===== config.mk =====
export PLATFORM = sky130hd
export DESIGN_NAME = up_sample
export DESIGN_NICKNAME = d
export VERILOG_FILES = /design/src/rtl/up_sample.sv
export SDC_FILE = /design/constraint.sdc
export NUM_CORES = 1
export LEC_CHECK = 0
export CORE_UTILIZATION = 60
export DETAILED_ROUTE_END_ITERATION = 7
export PLACE_DENSITY = 0.77
export REMOVE_ABC_BUFFERS = 1
export SYNTH_ARGS = -nofsm -noshare
export SYNTH_HDL_FRONTEND = slang
export SYNTH_SLANG_ARGS = --single-unit
export TNS_END_PERCENT = 20

===== constraint.sdc =====
create_clock -name clk -period 4.7 [get_ports clk]
set_clock_uncertainty 0.1 [all_clocks]
set_input_delay 0.94 -clock clk [delete_from_list [all_inputs] [get_ports clk]]
set_output_delay 0.94 -clock clk [all_outputs]
set_load 0.05 [all_outputs]

===== src/rtl/up_sample.sv =====
// Nearest-neighbour 2x upsampler for channel-interleaved pixel lines.
// One line is buffered, then replayed as two lines of doubled pixels.
module up_sample #(
   parameter int DATA_WIDTH  = 8,
   parameter int CHANNEL_NUM = 3,
   parameter int STRING_LEN  = 4
) (
   input  logic                         clk,
   input  logic                         reset,
   input  logic                         sop_i,
   input  logic                         eop_i,
   input  logic                         sof_i,
   input  logic                         eof_i,
   input  logic                         valid_i,
   input  logic signed [DATA_WIDTH-1:0] data_i,
   output logic                         ready_o,
   output logic signed [DATA_WIDTH-1:0] data_o,
   output logic                         data_valid_o,
   output logic                         sop_o,
   output logic                         eop_o,
   output logic                         sof_o,
   output logic                         eof_o,
   output logic                         err_o
);

   localparam int N  = CHANNEL_NUM * STRING_LEN;
   localparam int AW = (N > 1) ? $clog2(N) : 1;
   localparam int CW = (CHANNEL_NUM > 1) ? $clog2(CHANNEL_NUM) : 1;
   localparam int PW = (STRING_LEN > 1) ? $clog2(STRING_LEN) : 1;

   localparam logic [1:0] LOAD  = 2'd0;
   localparam logic [1:0] OUT_A = 2'd1;
   localparam logic [1:0] OUT_B = 2'd2;

   localparam logic [AW-1:0] LAST_WR  = AW'(N - 1);
   localparam logic [AW-1:0] C_STEP   = AW'(CHANNEL_NUM);
   localparam logic [CW-1:0] LAST_CH  = CW'(CHANNEL_NUM - 1);
   localparam logic [PW-1:0] LAST_PIX = PW'(STRING_LEN - 1);

   logic [1:0]    state;
   logic [AW-1:0] wr_cnt;
   logic [CW-1:0] ch;
   logic          rep;
   logic [PW-1:0] pix;
   logic [AW-1:0] base;
   logic          frame_start;
   logic          frame_end;

   logic signed [DATA_WIDTH-1:0] mem [N];

   logic          accept;
   logic          wr_last;
   logic          rd_on;
   logic          rd_first;
   logic          rd_last;

   // read pipeline: s1 = issued address, s2 = RAM output, then output regs
   logic          s1_v, s1_sop, s1_eop, s1_sof, s1_eof;
   logic [AW-1:0] s1_addr;
   logic          s2_v, s2_sop, s2_eop, s2_sof, s2_eof;
   logic signed [DATA_WIDTH-1:0] s2_data;

   assign accept   = valid_i & ready_o;
   assign wr_last  = (wr_cnt == LAST_WR);
   assign rd_on    = (state == OUT_A) | (state == OUT_B);
   assign rd_first = (ch == '0) & ~rep & (pix == '0);
   assign rd_last  = (ch == LAST_CH) & rep & (pix == LAST_PIX);

   always_ff @(posedge clk) begin
      if (accept)
         mem[wr_cnt] <= data_i;
      s2_data <= mem[s1_addr];
   end

   always_ff @(posedge clk) begin
      if (reset) begin
         state       <= LOAD;
         wr_cnt      <= '0;
         ch          <= '0;
         rep         <= 1'b0;
         pix         <= '0;
         base        <= '0;
         frame_start <= 1'b0;
         frame_end   <= 1'b0;
         ready_o     <= 1'b0;
         err_o       <= 1'b0;
      end else begin
         ready_o <= ((state == LOAD) & ~(accept & wr_last))
                  | ((state == OUT_B) & rd_last);
         if (valid_i & ~ready_o)
            err_o <= 1'b1;
         case (state)
            LOAD: begin
               if (accept) begin
                  if (wr_cnt == '0)
                     frame_start <= sof_i;
                  // eop must mark exactly the last word of the line
                  if (eop_i != wr_last)
                     err_o <= 1'b1;
                  if (wr_last) begin
                     frame_end <= eof_i;
                     wr_cnt    <= '0;
                     state     <= OUT_A;
                  end else begin
                     wr_cnt <= wr_cnt + 1'b1;
                  end
               end
            end
            OUT_A, OUT_B: begin
               if (ch == LAST_CH) begin
                  ch  <= '0;
                  rep <= ~rep;
                  if (rep) begin
                     if (pix == LAST_PIX) begin
                        pix  <= '0;
                        base <= '0;
                     end else begin
                        pix  <= pix + 1'b1;
                        base <= base + C_STEP;
                     end
                  end
               end else begin
                  ch <= ch + 1'b1;
               end
               if (rd_last)
                  state <= (state == OUT_A) ? OUT_B : LOAD;
            end
            default: state <= LOAD;
         endcase
      end
   end

   always_ff @(posedge clk) begin
      if (reset) begin
         s1_v    <= 1'b0;
         s1_addr <= '0;
         s1_sop  <= 1'b0;
         s1_eop  <= 1'b0;
         s1_sof  <= 1'b0;
         s1_eof  <= 1'b0;
         s2_v    <= 1'b0;
         s2_sop  <= 1'b0;
         s2_eop  <= 1'b0;
         s2_sof  <= 1'b0;
         s2_eof  <= 1'b0;
      end else begin
         s1_v    <= rd_on;
         s1_addr <= base + AW'(ch);
         s1_sop  <= rd_on & rd_first;
         s1_eop  <= rd_on & rd_last;
         s1_sof  <= (state == OUT_A) & rd_first & frame_start;
         s1_eof  <= (state == OUT_B) & rd_last & frame_end;
         s2_v    <= s1_v;
         s2_sop  <= s1_sop;
         s2_eop  <= s1_eop;
         s2_sof  <= s1_sof;
         s2_eof  <= s1_eof;
      end
   end

   always_ff @(posedge clk) begin
      if (reset) begin
         data_o       <= '0;
         data_valid_o <= 1'b0;
         sop_o        <= 1'b0;
         eop_o        <= 1'b0;
         sof_o        <= 1'b0;
         eof_o        <= 1'b0;
      end else begin
         data_o       <= s2_v ? s2_data : '0;
         data_valid_o <= s2_v;
         sop_o        <= s2_sop;
         eop_o        <= s2_eop;
         sof_o        <= s2_sof;
         eof_o        <= s2_eof;
      end
   end

endmodule


==> impl_results.md, run 1 <==
* Status: finished clean
* Share of post-route cells with drive strength above 1 at 13.3%
* Main synth FF type: edfxtp_1
* Fmax at 360 MHz
* Reg2reg end: s2_data[3]
* Vias per cell at ~5.5
* Post-Route WL at between 9000 and 10000 um
* Initial Util at 61.8%
* Post-CTS sizing at 0
* Initial DRC Count at 193
* CTS buffer count at 17
* Complex-gate fraction of the synthesized area at 2.59%
* Synth Instances at approximately 370
* R2R setup slack at roughly 2.3 ns
* Number of synthesized flops with an enable pin at 96
* Cell area power density at 409 nW/um^2
* Pre-CTS setup slack at 1.43 ns
* Initial antenna violation count at 0
* ANT cells at 0
* CTS Hold Buffers Added at 0
* 1st-pass router iterations at 4
* CP max-delay cell: clkdlybuf4s50_1
* Hold crit path type: reg -> reg
* Worst Path Buf+Inv at 1
* Layout Nets at 431
* # H-tree levels at 4
* Yosys reg bits at 150
* Remaining Overflow, GRT at 0
* Synthesized area at 5710 sq um
* Postcts setup bufs at 0
* Drc violations at 0
* Total GRT Usage at about a fifth
* Reg area at 3960 sq um
* Core Rows at 35
* Total power at 2.70 mW
* Fillers at ~600
* Setup crit start kind: flip-flop
* Final min period at roughly 2.8 ns
* Worst skew pair latency at 0.51 ns
* Chip Height at between 90 and 100 um
* Die width at around 100 um
* Setup crit start: ready_o
* Worst-Margin Slew at between 1 and 1.5 ns
* CP Data Arrival Time at 1.73 ns
* Max cap viols at 0
* CTS tree: built
* Worst VDD drop at 0.261 mV
* Wire length per cell at 17.4 um
* Num ports at 30
* Reg-to-reg startpoint: s1_addr[0]
* Worst path depth at 1
* CTS max path bufs at 2
* Reg clk slew, reported paths at 0.07 ns
* Post-Synth Adder-Cell Area at 3.42%
* Worst Path Required at 3.66 ns
* Largest family of logic cells by synthesized area: multiplexers
* Simple-gate share of the synthesized area at 9.31%
* Core area at ~9200 sq um
* Final setup fails at 0
* Setup TNS at 0 ns
* Top fanout value on the critical path at 5
* Area taken by multi-input logic gates at between 1500 and 2000 sq um
* Post-synthesis mux area share at 11.5%
* Vias in the first global route at slightly above 3k
* Largest net degree at the start of global routing at 39
* Vias post-DR at approximately 3.0k
* CP cell instances: clkdlybuf4s50_1
* Syn-to-layout area delta at 15.8%
* Setup crit end: ready_o
* Post-route setup slack at 1.93 ns
* Final GP Congestion at 0.718
* Hold slack final at 0.326 ns
* Post-DP HPWL at approximately 5900 um
* Post-synth ARST share at 0%
* Critical path class: reg -> out
* Kind of cell adding the most delay to the critical path: buffers and inverters
* R2r worst-path depth at 4
* Max-slew violations at 0
* Leak at 2.20 nW
* Post-synthesis xor/xnor area fraction at less than 1%
* Slew headroom at 21.7%
* Clock sinks at 150
* Root Buffer: clkbuf_8
* Largest stage delay on the critical path at a little over 0.8 ns
* Syn_area_per_cell at between 15 and 20 sq um
* Sequential fraction of the synthesis area at 69.4%
* Die area at 9910 sq um
* Final Hold Fails at 0
* Distinct cells, synth at 40
* RSZ-0062 raised after global routing: false
* Antenna viol nets, final at 0
* Final Cycle Share at 59.0%
* Wire length of the first global-routing pass at 15200 um
* IO buf count at 28
* Synth Warn # at 0
* CP endpoint kind: output pin
==> flip-flops by register name (all words and copies together) (netlist names), 2 cells and up <==
signal and cells:
pix 2, ch 2, s2_data 8, base 4, data_o 8, state 2, wr_cnt 4, s1_addr 4
mem 96
==> cells in the mapped netlist, types with 3 or more instances <==
library cell,number,area [sq um]
a21oi_1,13,65.1
edfxtp_1,96,2880
buf_2,4,20.0
o21ai_0,4,20.0
dfxtp_1,54,1080
mux2i_1,11,110
nand2_1,21,78.8
ha_1,14,175
xor2_1,3,26.3
and3_1,3,18.8
xnor2_1,3,26.3
nand4_1,3,18.8
o21ai_1,8,40.0
nand2b_1,6,37.5
and2_1,9,56.3
inv_1,13,48.8
mux4_2,22,495
nor2_1,24,90.1
nor3_1,12,60.1
nor2b_1,14,87.6
clkbuf_1,8,30.0
==> cell usage in the layout (no fill, tap or decap), drive strengths merged <==
cell	Yosys	layout
nand3	2	2
clkbuf	9	19
fa	1	1
clkinvlp	0	3
a21oi	13	13
edfxtp	96	96
dfxtp	54	54
ha	14	14
nand4b	2	2
o31ai	1	1
inv	13	18
nor2	24	24
bufinv	0	1
or4b	2	2
and2	9	9
mux4	24	24
nand4	3	3
nor3b	1	1
nor3	12	12
and3	3	3
xor2	3	3
or4	1	1
o21a	1	1
buf	9	4
nand2b	6	6
o21ai	12	12
nor2b	14	14
a21boi	1	1
mux2i	11	11
clkinv	0	4
xnor2	3	3
or3	1	1
clkdlybuf4s50	0	28
nand3b	2	2
nand2	21	21
==> how the worst min path moves through the flow <==
stage | slack (ns) | endpoint | depth (start not counted) | start
3_3_place_gp | 0.31 | data_o[7] | 1 | s2_data[7]
4_1_cts | 0.33 | data_o[3] | 1 | s2_data[3]
2_1_floorplan | 0.31 | data_o[0] | 1 | s2_data[0]
3_5_place_dp | 0.31 | data_o[2] | 1 | s2_data[2]
6_report | 0.33 | data_o[7] | 1 | s2_data[7]
5_1_grt | 0.34 | data_o[3] | 1 | s2_data[3]
==> cell families after synthesis <==
| logic type | Yosys count |
|---|---|
| and+or+nand+nor | 103 |
| adders and majority gates | 15 |
| xor gates and xnor gates | 6 |
| buffers and inverters | 31 |
| muxes | 35 |
| DFF | 150 |
| AOI/OAI and AO/OA | 28 |
==> stage by stage <==
stage,area (sq um),utilization [%],cells
after floorplan,5600,-,350
after global placement,6070,65.7,511
after detailed placement,6070,65.7,511
after CTS,6610,71.6,543
after global routing,6610,71.6,543
final,6610,71.6,543
==> cell type report <==
cell class	instances	area share, %
Tap cell	129	2.44
Clock inverter	13	1.84
Sequential cell	150	59.9
Timing Repair Buffer	32	4.69
Inverter	13	0.738
Multi-Input combinational cell	187	24.0
Clock buffer	19	6.38
==> layer usage <==
metal / up-vias / routed length (um) / track usage, %
met1: 1478 / 4340 / 29.2
met2: 84 / 4630 / 33.2
met4: 0 / 51 / 7.35
met3: 4 / 426 / 5.69
met5: - / 0 / 0
li1: 1420 / - / -
==> report_power, final <==
group | internal [mW] | switching (mW)
combinational | 0.0234 | 0.0357
sequential | 1.41 | 0.00519
clock | 0.708 | 0.518
Power figures use the tool's default switching activity.
==> run 2: changes to the inputs <==
--- a/config.mk
+++ b/config.mk
@@ -5,9 +5,9 @@
 export SDC_FILE = /design/constraint.sdc
 export NUM_CORES = 1
 export LEC_CHECK = 0
-export CORE_UTILIZATION = 60
+export CORE_UTILIZATION = 59
 export DETAILED_ROUTE_END_ITERATION = 7
-export PLACE_DENSITY = 0.77
+export PLACE_DENSITY = 0.76
 export REMOVE_ABC_BUFFERS = 1
 export SYNTH_ARGS = -nofsm -noshare
 export SYNTH_HDL_FRONTEND = slang
==> constraint.sdc (replaced) <==
create_clock -name clk -period 2.8 [get_ports clk]
set_clock_uncertainty 0.1 [all_clocks]
set_input_delay 0.56 -clock clk [delete_from_list [all_inputs] [get_ports clk]]
set_output_delay 0.56 -clock clk [all_outputs]
set_load 0.05 [all_outputs]
==> impl_results.md, run 2 (same netlist as run 1, synthesis figures left out) <==
* ANT cells at 0
* Wire length per cell at approximately 16 um
* Worst path depth at 1
* Chip Height at about 100 um
* Postcts setup bufs at 0
* Fillers at 588
* CTS Hold Buffers Added at 0
* Initial Util at between 60% and 70%
* Status: finished clean
* Max FFs per register at 96
* Most flops, register: mem
* Vias per cell at 5.25
* Reg area at roughly 4000 sq um
* Die width at 100 um
* Worst Path Required at 2.14 ns
* Final setup fails at 0
* Layout Nets at 441
* Final min period at about 2.4 ns
* Remaining Overflow, GRT at 0
* CP Data Arrival Time at 1.74 ns
* CP max-delay cell: clkdlybuf4s50_1
* Worst Path Buf+Inv at 1
* Post-Route WL at around 9000 um
* Commonest non-fill, non-tap cell in the layout: edfxtp_1
* Core Rows at 35
* Die area at 10100 sq um
* CTS buffer count at 17
* Clock sinks at 150
* Largest stage delay on the critical path at just over 0.8 ns
* Antenna viol nets, final at 0
* Num ports at 30
* 1st-pass router iterations at 4
* Final Hold Fails at 0
* # H-tree levels at 4
* Critical path class: reg -> out
* CP cell instances: clkdlybuf4s50_1
* Leak at between 2 and 2.5 nW
* Final Cycle Share at between 80% and 90%
* Hold depth at 1
* Hold slack final at 0.327 ns
* Setup TNS at 0 ns
* Setup crit start kind: flip-flop
* IO buf count at 28
* Drc violations at 0
* Max-slew violations at 0
* Final GP Congestion at a little under 0.8
* Syn-to-layout area delta at 17.8%
* Post-CTS sizing at 0
* Area taken by multi-input logic gates at 1590 sq um
* Post-DP HPWL at 5730 um
* Top fanout value on the critical path at 5
* Cell area power density at 695 nW/um^2
* Worst skew pair latency at 0.52 ns
* Commonest non-fill, non-tap cells in the layout: 96 x edfxtp_1, 54 x dfxtp_1, 28 x clkdlybuf4s50_1
* Root Buffer: clkbuf_8
* Vias in the first global route at 2884
* Largest net degree at the start of global routing at 37
* Hold crit path type: reg -> reg
* Max cap viols at 0
* RSZ-0062 raised after global routing: false
* Worst-Margin Slew at 0.856 ns
* Wire length of the first global-routing pass at 14500 um
* Total GRT Usage at about a fifth
* Kind of cell adding the most delay to the critical path: buffers and inverters
* CP endpoint kind: output pin
* Fmax at 417 MHz
* Initial antenna violation count at 0
* R2r worst-path depth at 5
* CTS max path bufs at 2
* Reg clk slew, reported paths at 0.06 ns
* Regs by FF count: mem: 96 flops, data_o: 8 flops, s2_data: 8 flops
* Core area at 9330 sq um
* Share of post-route cells with drive strength above 1 at 16.0%
* Vias post-DR at 2902
* Worst VDD drop at 0.469 mV
* CTS tree: built
* Initial DRC Count at 186
* Slew headroom at 42.8%
[run 2: cell count changes in the layout (fill, tap and decap cells not counted)]
cell        change
clkbuf_1        -1
clkinvlp_2      +1
buf_4          +10
clkinv_4        +1
clkinv_2        +1
clkinv_1        -2
bufinv_16       +1
clkinvlp_4      -3
inv_8           +2
[run 2: final timing paths]
| path | startpoint | to | slack [ns] |
|---|---|---|---|
| setup / recovery | ready_o | ready_o | 0.40 |
| hold / removal | s2_data[4] | data_o[4] | 0.33 |
| setup reg to reg | state[1] | base[3] | 0.68 |
| hold reg to reg | s2_data[4] | data_o[4] | 0.33 |
[run 2: cell type report]
cell class	instances	area share [%]
clock buffer	18	6.21
clock inverter	14	2.42
inverter	13	0.726
multi-input combinational	187	23.6
sequential	150	58.9
tap	129	2.40
timing repair buffer	42	5.73
[run 2: layer usage]
metal  vias to the layer above  GRT usage (%)  part of all wire (%)
li1                       1433              -                     -
met1                      1399           26.8                    47
met2                        58           31.5                    49
met3                        12           5.64                   3.0
met4                         0           8.14                   1.6
met5                         -              0                     0
[run 2: metrics by stage]
stage               worst slack, ns  instance area, sq um  util, %  cells  power (mW)
floorplan                     0.584                  5600        -    350        2.47
global placement              0.566                  6140     65.9    521        2.52
detailed placement            0.545                  6140     65.9    521        2.53
CTS                           0.381                  6730     72.1    553        4.71
global route                  0.351                  6730     72.1    553        4.82
finish                        0.401                  6730     72.1    553        4.68
[run 2: power by group]
part           switching (mW)  internal (mW)
combinational          0.0600         0.0410
clock                   0.903           1.29
sequential            0.00866           2.37
total                   0.972           3.71
[run 2: worst reg2reg max path: stages, from the launching register on]
cell      delay, ns
dfxtp_1        0.36
inv_1          0.09
ha_1           0.38
nand4b_1       0.38
or4b_1         0.59
a21oi_1        0.14
==> run 3: changes to the inputs <==
--- a/config.mk
+++ b/config.mk
@@ -7,6 +7,7 @@
 export LEC_CHECK = 0
 export CORE_UTILIZATION = 59
 export DETAILED_ROUTE_END_ITERATION = 7
+export MAX_ROUTING_LAYER = met4
 export PLACE_DENSITY = 0.76
 export REMOVE_ABC_BUFFERS = 1
 export SYNTH_ARGS = -nofsm -noshare
==> impl_results.md, run 3 (same netlist as run 1, synthesis figures left out) <==
* Status: finished clean
* Final min period at 2.40 ns
* Worst path depth at 1
* Worst Path Required at 2.14 ns
* Met1 WL at 4130 um
* Hold Crit Start: s2_data[4]
* Hold depth at 1
* Core area at 9330 sq um
* Chip Height at around 100 um
* Kind of cell adding the most delay to the critical path: buffers and inverters
* Post-Route WL at 8920 um
* Placed cells at 521
* Final GP Congestion at 0.799
* Regs by FF count: mem: 96 flops, data_o: 8 flops, s2_data: 8 flops
* Remaining Overflow, GRT at 0
* Num ports at 30
* Slew headroom at between 40% and 50%
* Post-CTS sizing at 0
* Initial DRC Count at about 190
* Max layer used: met4
* Wire length of the first global-routing pass at approximately 15000 um
* ANT cells at 0
* Reg clk slew, reported paths at 0.06 ns
* CP max-delay cell: clkdlybuf4s50_1
* CP endpoint kind: output pin
* Setup crit start kind: flip-flop
* Worst skew pair latency at between 0.5 and 0.6 ns
* Wire length per cell at 16.1 um
* Cell area power density at 695 nW/um^2
* Share of post-route cells with drive strength above 1 at 16.0%
* Initial antenna violation count at 0
* Worst VDD drop at around 0.47 mV
* Met2 wire len at approximately 4300 um
* Root Buffer: clkbuf_8
* Clock sinks at 150
* Max FFs per register at between 90 and 100
* Reg2reg end: base[3]
* # H-tree levels at 4
* Post-route setup slack at 0.400 ns
* Critical path class: reg -> out
* IO buf count at 28
* Total GRT Usage at 20.7%
* CP Data Arrival Time at 1.74 ns
* Pre-CTS setup slack at 0.545 ns
* Final Hold Fails at 0
* Drc violations at 0
* Layout Nets at between 400 and 500
* Worst Path Buf+Inv at 1
* Total power at 4.68 mW
* Final setup fails at 0
* CTS tree: built
* Vias post-DR at 2912
* Hold crit path type: reg -> reg
* Final Cycle Share at 85.7%
* Worst-Margin Slew at 0.833 ns
* Core Rows at 35
* Post-DP HPWL at 5730 um
* Fin cells at 553
* Die width at 100 um
* Top fanout value on the critical path at 5
* Postcts setup bufs at 0
* Most flops, register: mem
* Reg-to-reg startpoint: state[1]
* Hold Path Sink: data_o[4]
* Antenna viol nets, final at 0
* Die area at 10100 sq um
* Hold slack final at 0.327 ns
* Vias in the first global route at 2875
* DP Area at 6140 sq um
* Initial Util at 61.2%
* Final instance area at 6730 sq um
* R2R setup slack at 0.69 ns
* Largest stage delay on the critical path at 0.83 ns
* CP cell instances: clkdlybuf4s50_1
* Syn-to-layout area delta at 17.8%
* Commonest non-fill, non-tap cells in the layout: 96 x edfxtp_1, 54 x dfxtp_1, 28 x clkdlybuf4s50_1
* Leak at around 2.3 nW
* Final Util at 72.1%
* Fmax at roughly 420 MHz
* RSZ-0062 raised after global routing: false
* CTS buffer count at 17
* CTS max path bufs at 2
* Met3 wire length at 351 um
* 1st-pass router iterations at 4
* R2r worst-path depth at 5
* CTS Hold Buffers Added at 0
* Commonest non-fill, non-tap cell in the layout: edfxtp_1
* Max cap viols at 0
* Largest net degree at the start of global routing at 37
* Setup TNS at 0 ns
* Vias per cell at 5.27
* Max-slew violations at 0
## run 3: cell counts in the layout (fill, tap and decap cells not counted)
Identical to the previous run, type by type.
## run 3: worst max path at each step
stage                    start    endpoint  slack [ns]
global route           ready_o     ready_o        0.35
CTS                    ready_o     ready_o        0.38
global placement       valid_i   mem[8][6]        0.57
floorplan           s1_addr[0]  s2_data[1]        0.58
finish                 ready_o     ready_o        0.40
detailed placement     valid_i   mem[9][7]        0.54
## run 3: area by class of cell
type                       instances  area (sq um)
fill                             588          2600
sequential                       150          3960
tap                              129           161
multi-input combinational        187          1590
clock inverter                    14           163
timing repair buffer              42           385
clock buffer                      18           418
inverter                          13          48.8
## run 3: per-layer routing
layer  GRT usage, %  up-vias
li1               -     1434
met1           26.9     1393
met4           7.80        0
met3           5.85       18
met2           31.5       67
met5              -        -
## run 3: where the power goes
group	total (mW)	internal [mW]	switching, mW	leakage, nW
clock	2.20	1.29	0.903	0.285
sequential	2.38	2.37	0.00863	1.30
combinational	0.101	0.0410	0.0600	0.698
==> variant: new RTL, settings of run 2 <==
`STRING_LEN`: 4 -> 8.
--- a/src/rtl/up_sample.sv
+++ b/src/rtl/up_sample.sv
@@ -5,3 +5,3 @@
    parameter int CHANNEL_NUM = 3,
-   parameter int STRING_LEN  = 4
+   parameter int STRING_LEN  = 8
 ) (
Formal check against the unedited RTL: no difference found for any inputs over 10 cycles, from zero or initial values and one cycle with reset high; that may be too few to reach the edited logic, so the function may still have changed.
==> variant against run 2 <==
- utilization decreased by 2.5 points
- routed wire length increased by 110%
- critical path depth unchanged
- synthesized area increased by 69%
- design area increased by 64%
- synthesized cell count increased by 58%
- worst hold slack got worse by 1.3 ps
- sequential cell count increased by 100
- worst setup slack got worse by 120 ps
- power increased by 53%
- global-route usage increased by 2.9 points
- via count increased by 74%
- combinational power increased by 40%
- critical path type unchanged
- highest routed layer unchanged
==> variant: results (changes against run 2) <==
R2R Path Start state[0]$_SDFFE_PP0P_; cells on worst reg2reg path 5 (unchanged); min-delay src s2_data[6]$_DFF_P_; Clock Tree Buf Depth 3 (+1); asr flop ratio synth 0 (unchanged); global-route wire length before repair 28,120 um (+94%); VDD IR max 0.5806 mV (+24%); clock-pin slew of the registers on the worst-case setup and hold paths 60 ps (about the same); CTS Root Cell clkbuf_16; Lkg Pwr 3.559 nW (+56%); Unique masters post-synth 42 (+5.0%); Final #Nets 675 (+53%); sequential area share after synthesis 0.7194 (+0.02530); IO buf count 28 (unchanged); worst hold stages 1 (unchanged); post-cts resize count 0 (unchanged); initial antenna violation count 0 (unchanged); vias per cell 5.759 (+9.7%); Hold Crit Class reg2reg; # diodes 0 (unchanged); HPWL after DPL 11,670 um (+100%); final WL 18,460 um (+110%); post-CTS setup buffers 0 (unchanged); crit-path leading delay family buffers and inverters; Post-synth top flop edfxtp_1; Clk Latency, worst-skew pair 510 ps; largest registers mem x192, data_o x8, s2_data x8; pin count of the biggest net entering global routing 37 (unchanged); slowest CP cell clkdlybuf4s50_1; Synth top cells by count edfxtp_1 (192), dfxtp_1 (58), nor2_1 (45); vias in the first global route 5,128 (+78%); drt initial violations 528 (+180%); dpl cell area 0.01032 mm^2 (+68%); CP Max Fanout 9 (+4); gpl congestion 0.8810 (+12%); R2R setup slack 620 ps (-60 ps); CTS buffer count 24 (+7); end of the worst hold path data_o[6]$_SDFF_PP0_; outcome finished clean; EDFF count, synth 192 (+100%); fraction of layout cells with a size suffix above 1 0.1571 (-0.003278); Ys Warns 0 (unchanged); Arr. time, crit path 1860 ps (+120 ps); DR pass1 iterations 5 (+1); dpl ws 252.7 ps (-292.1 ps); max incr delay on CP 870 ps (+40 ps); largest cells by area after synthesis edfxtp_1 (60%), dfxtp_1 (12%), mux4_2 (7.5%); Total GRT Usage 0.2303 (+0.02940); H-tree depth 1 (-3); worst r2r dst base[3]$_SDFFE_PP0P_; Slew @ Worst Pin 625.0 ps (-231.3 ps)
variant: cell count changes in the layout (fill, tap and decap cells not counted), sizes merged, moves of 13 or more:
cell,change
nor2,+21
clkbuf,+16
buf,+25
nand3,+13
edfxtp,+96
mux2i,+31
variant: per-stage QoR:
stage	cells	util	hold WS, ps	TNS (ps)	power [W]
final	878	0.6957	325.9	0	0.007137
after global routing	878	0.6957	349.8	0	0.007316
after global placement	835	0.6498	316.6	0	0.004227
after detailed placement	835	0.6498	322.8	0	0.004234
after CTS	878	0.6957	330.2	0	0.007167
after floorplan	552	-	305.7	-3073	0.004129
variant: area by class of cell:
| cell class | instances | area, um^2 |
|---|---|---|
| flip-flops and latches | 250 | 6929 |
| clock inverters | 9 | 40.04 |
| inverters | 15 | 56.30 |
| clock buffers | 34 | 689.4 |
| multi-input cells | 287 | 2469 |
| well taps | 216 | 270.3 |
| repair buffers | 67 | 598.1 |
| fillers | 1013 | 4833 |
variant: cells by family (layout without fill, tap and decap cells):
logic type	after synthesis	in the layout	synth area share
xor gates and xnor gates	8	8	0.007278
and+or+nand+nor	130	130	0.06771
DFF	250	250	0.7194
adders and majority gates	15	15	0.02027
buffers and inverters	44	125	0.02417
muxes	74	74	0.1185
AOI/OAI and AO/OA	60	60	0.04263
variant: power by group:
group          total [W]  internal, W  switching (W)
registers        0.00401      0.00401     0.00000843
clock network    0.00298      0.00170        0.00128
logic           0.000141    0.0000460      0.0000947
total            0.00714      0.00576        0.00138
variant: metal layers:
metal,vias up,track usage,share of wire
met3,35,0.03895,0.061
met2,157,0.3828,0.49
met5,-,0,0
met1,2506,0.3177,0.42
met4,0,0.06635,0.023
li1,2358,-,-
variant: worst max-delay path by stage:
stage / start / endpoint / slack, ps / depth (start not counted)
after floorplan: s1_addr[0]$_SDFF_PP0_ / s2_data[6]$_DFF_P_ / -390 / 4
after global placement: valid_i / state[1]$_SDFFE_PP0P_ / 350 / 5
after detailed placement: valid_i / state[1]$_SDFFE_PP0P_ / 250 / 5
after CTS: ready_o$_SDFF_PP0_ / ready_o / 280 / 1
after global routing: ready_o$_SDFF_PP0_ / ready_o / 220 / 1
final: ready_o$_SDFF_PP0_ / ready_o / 280 / 1
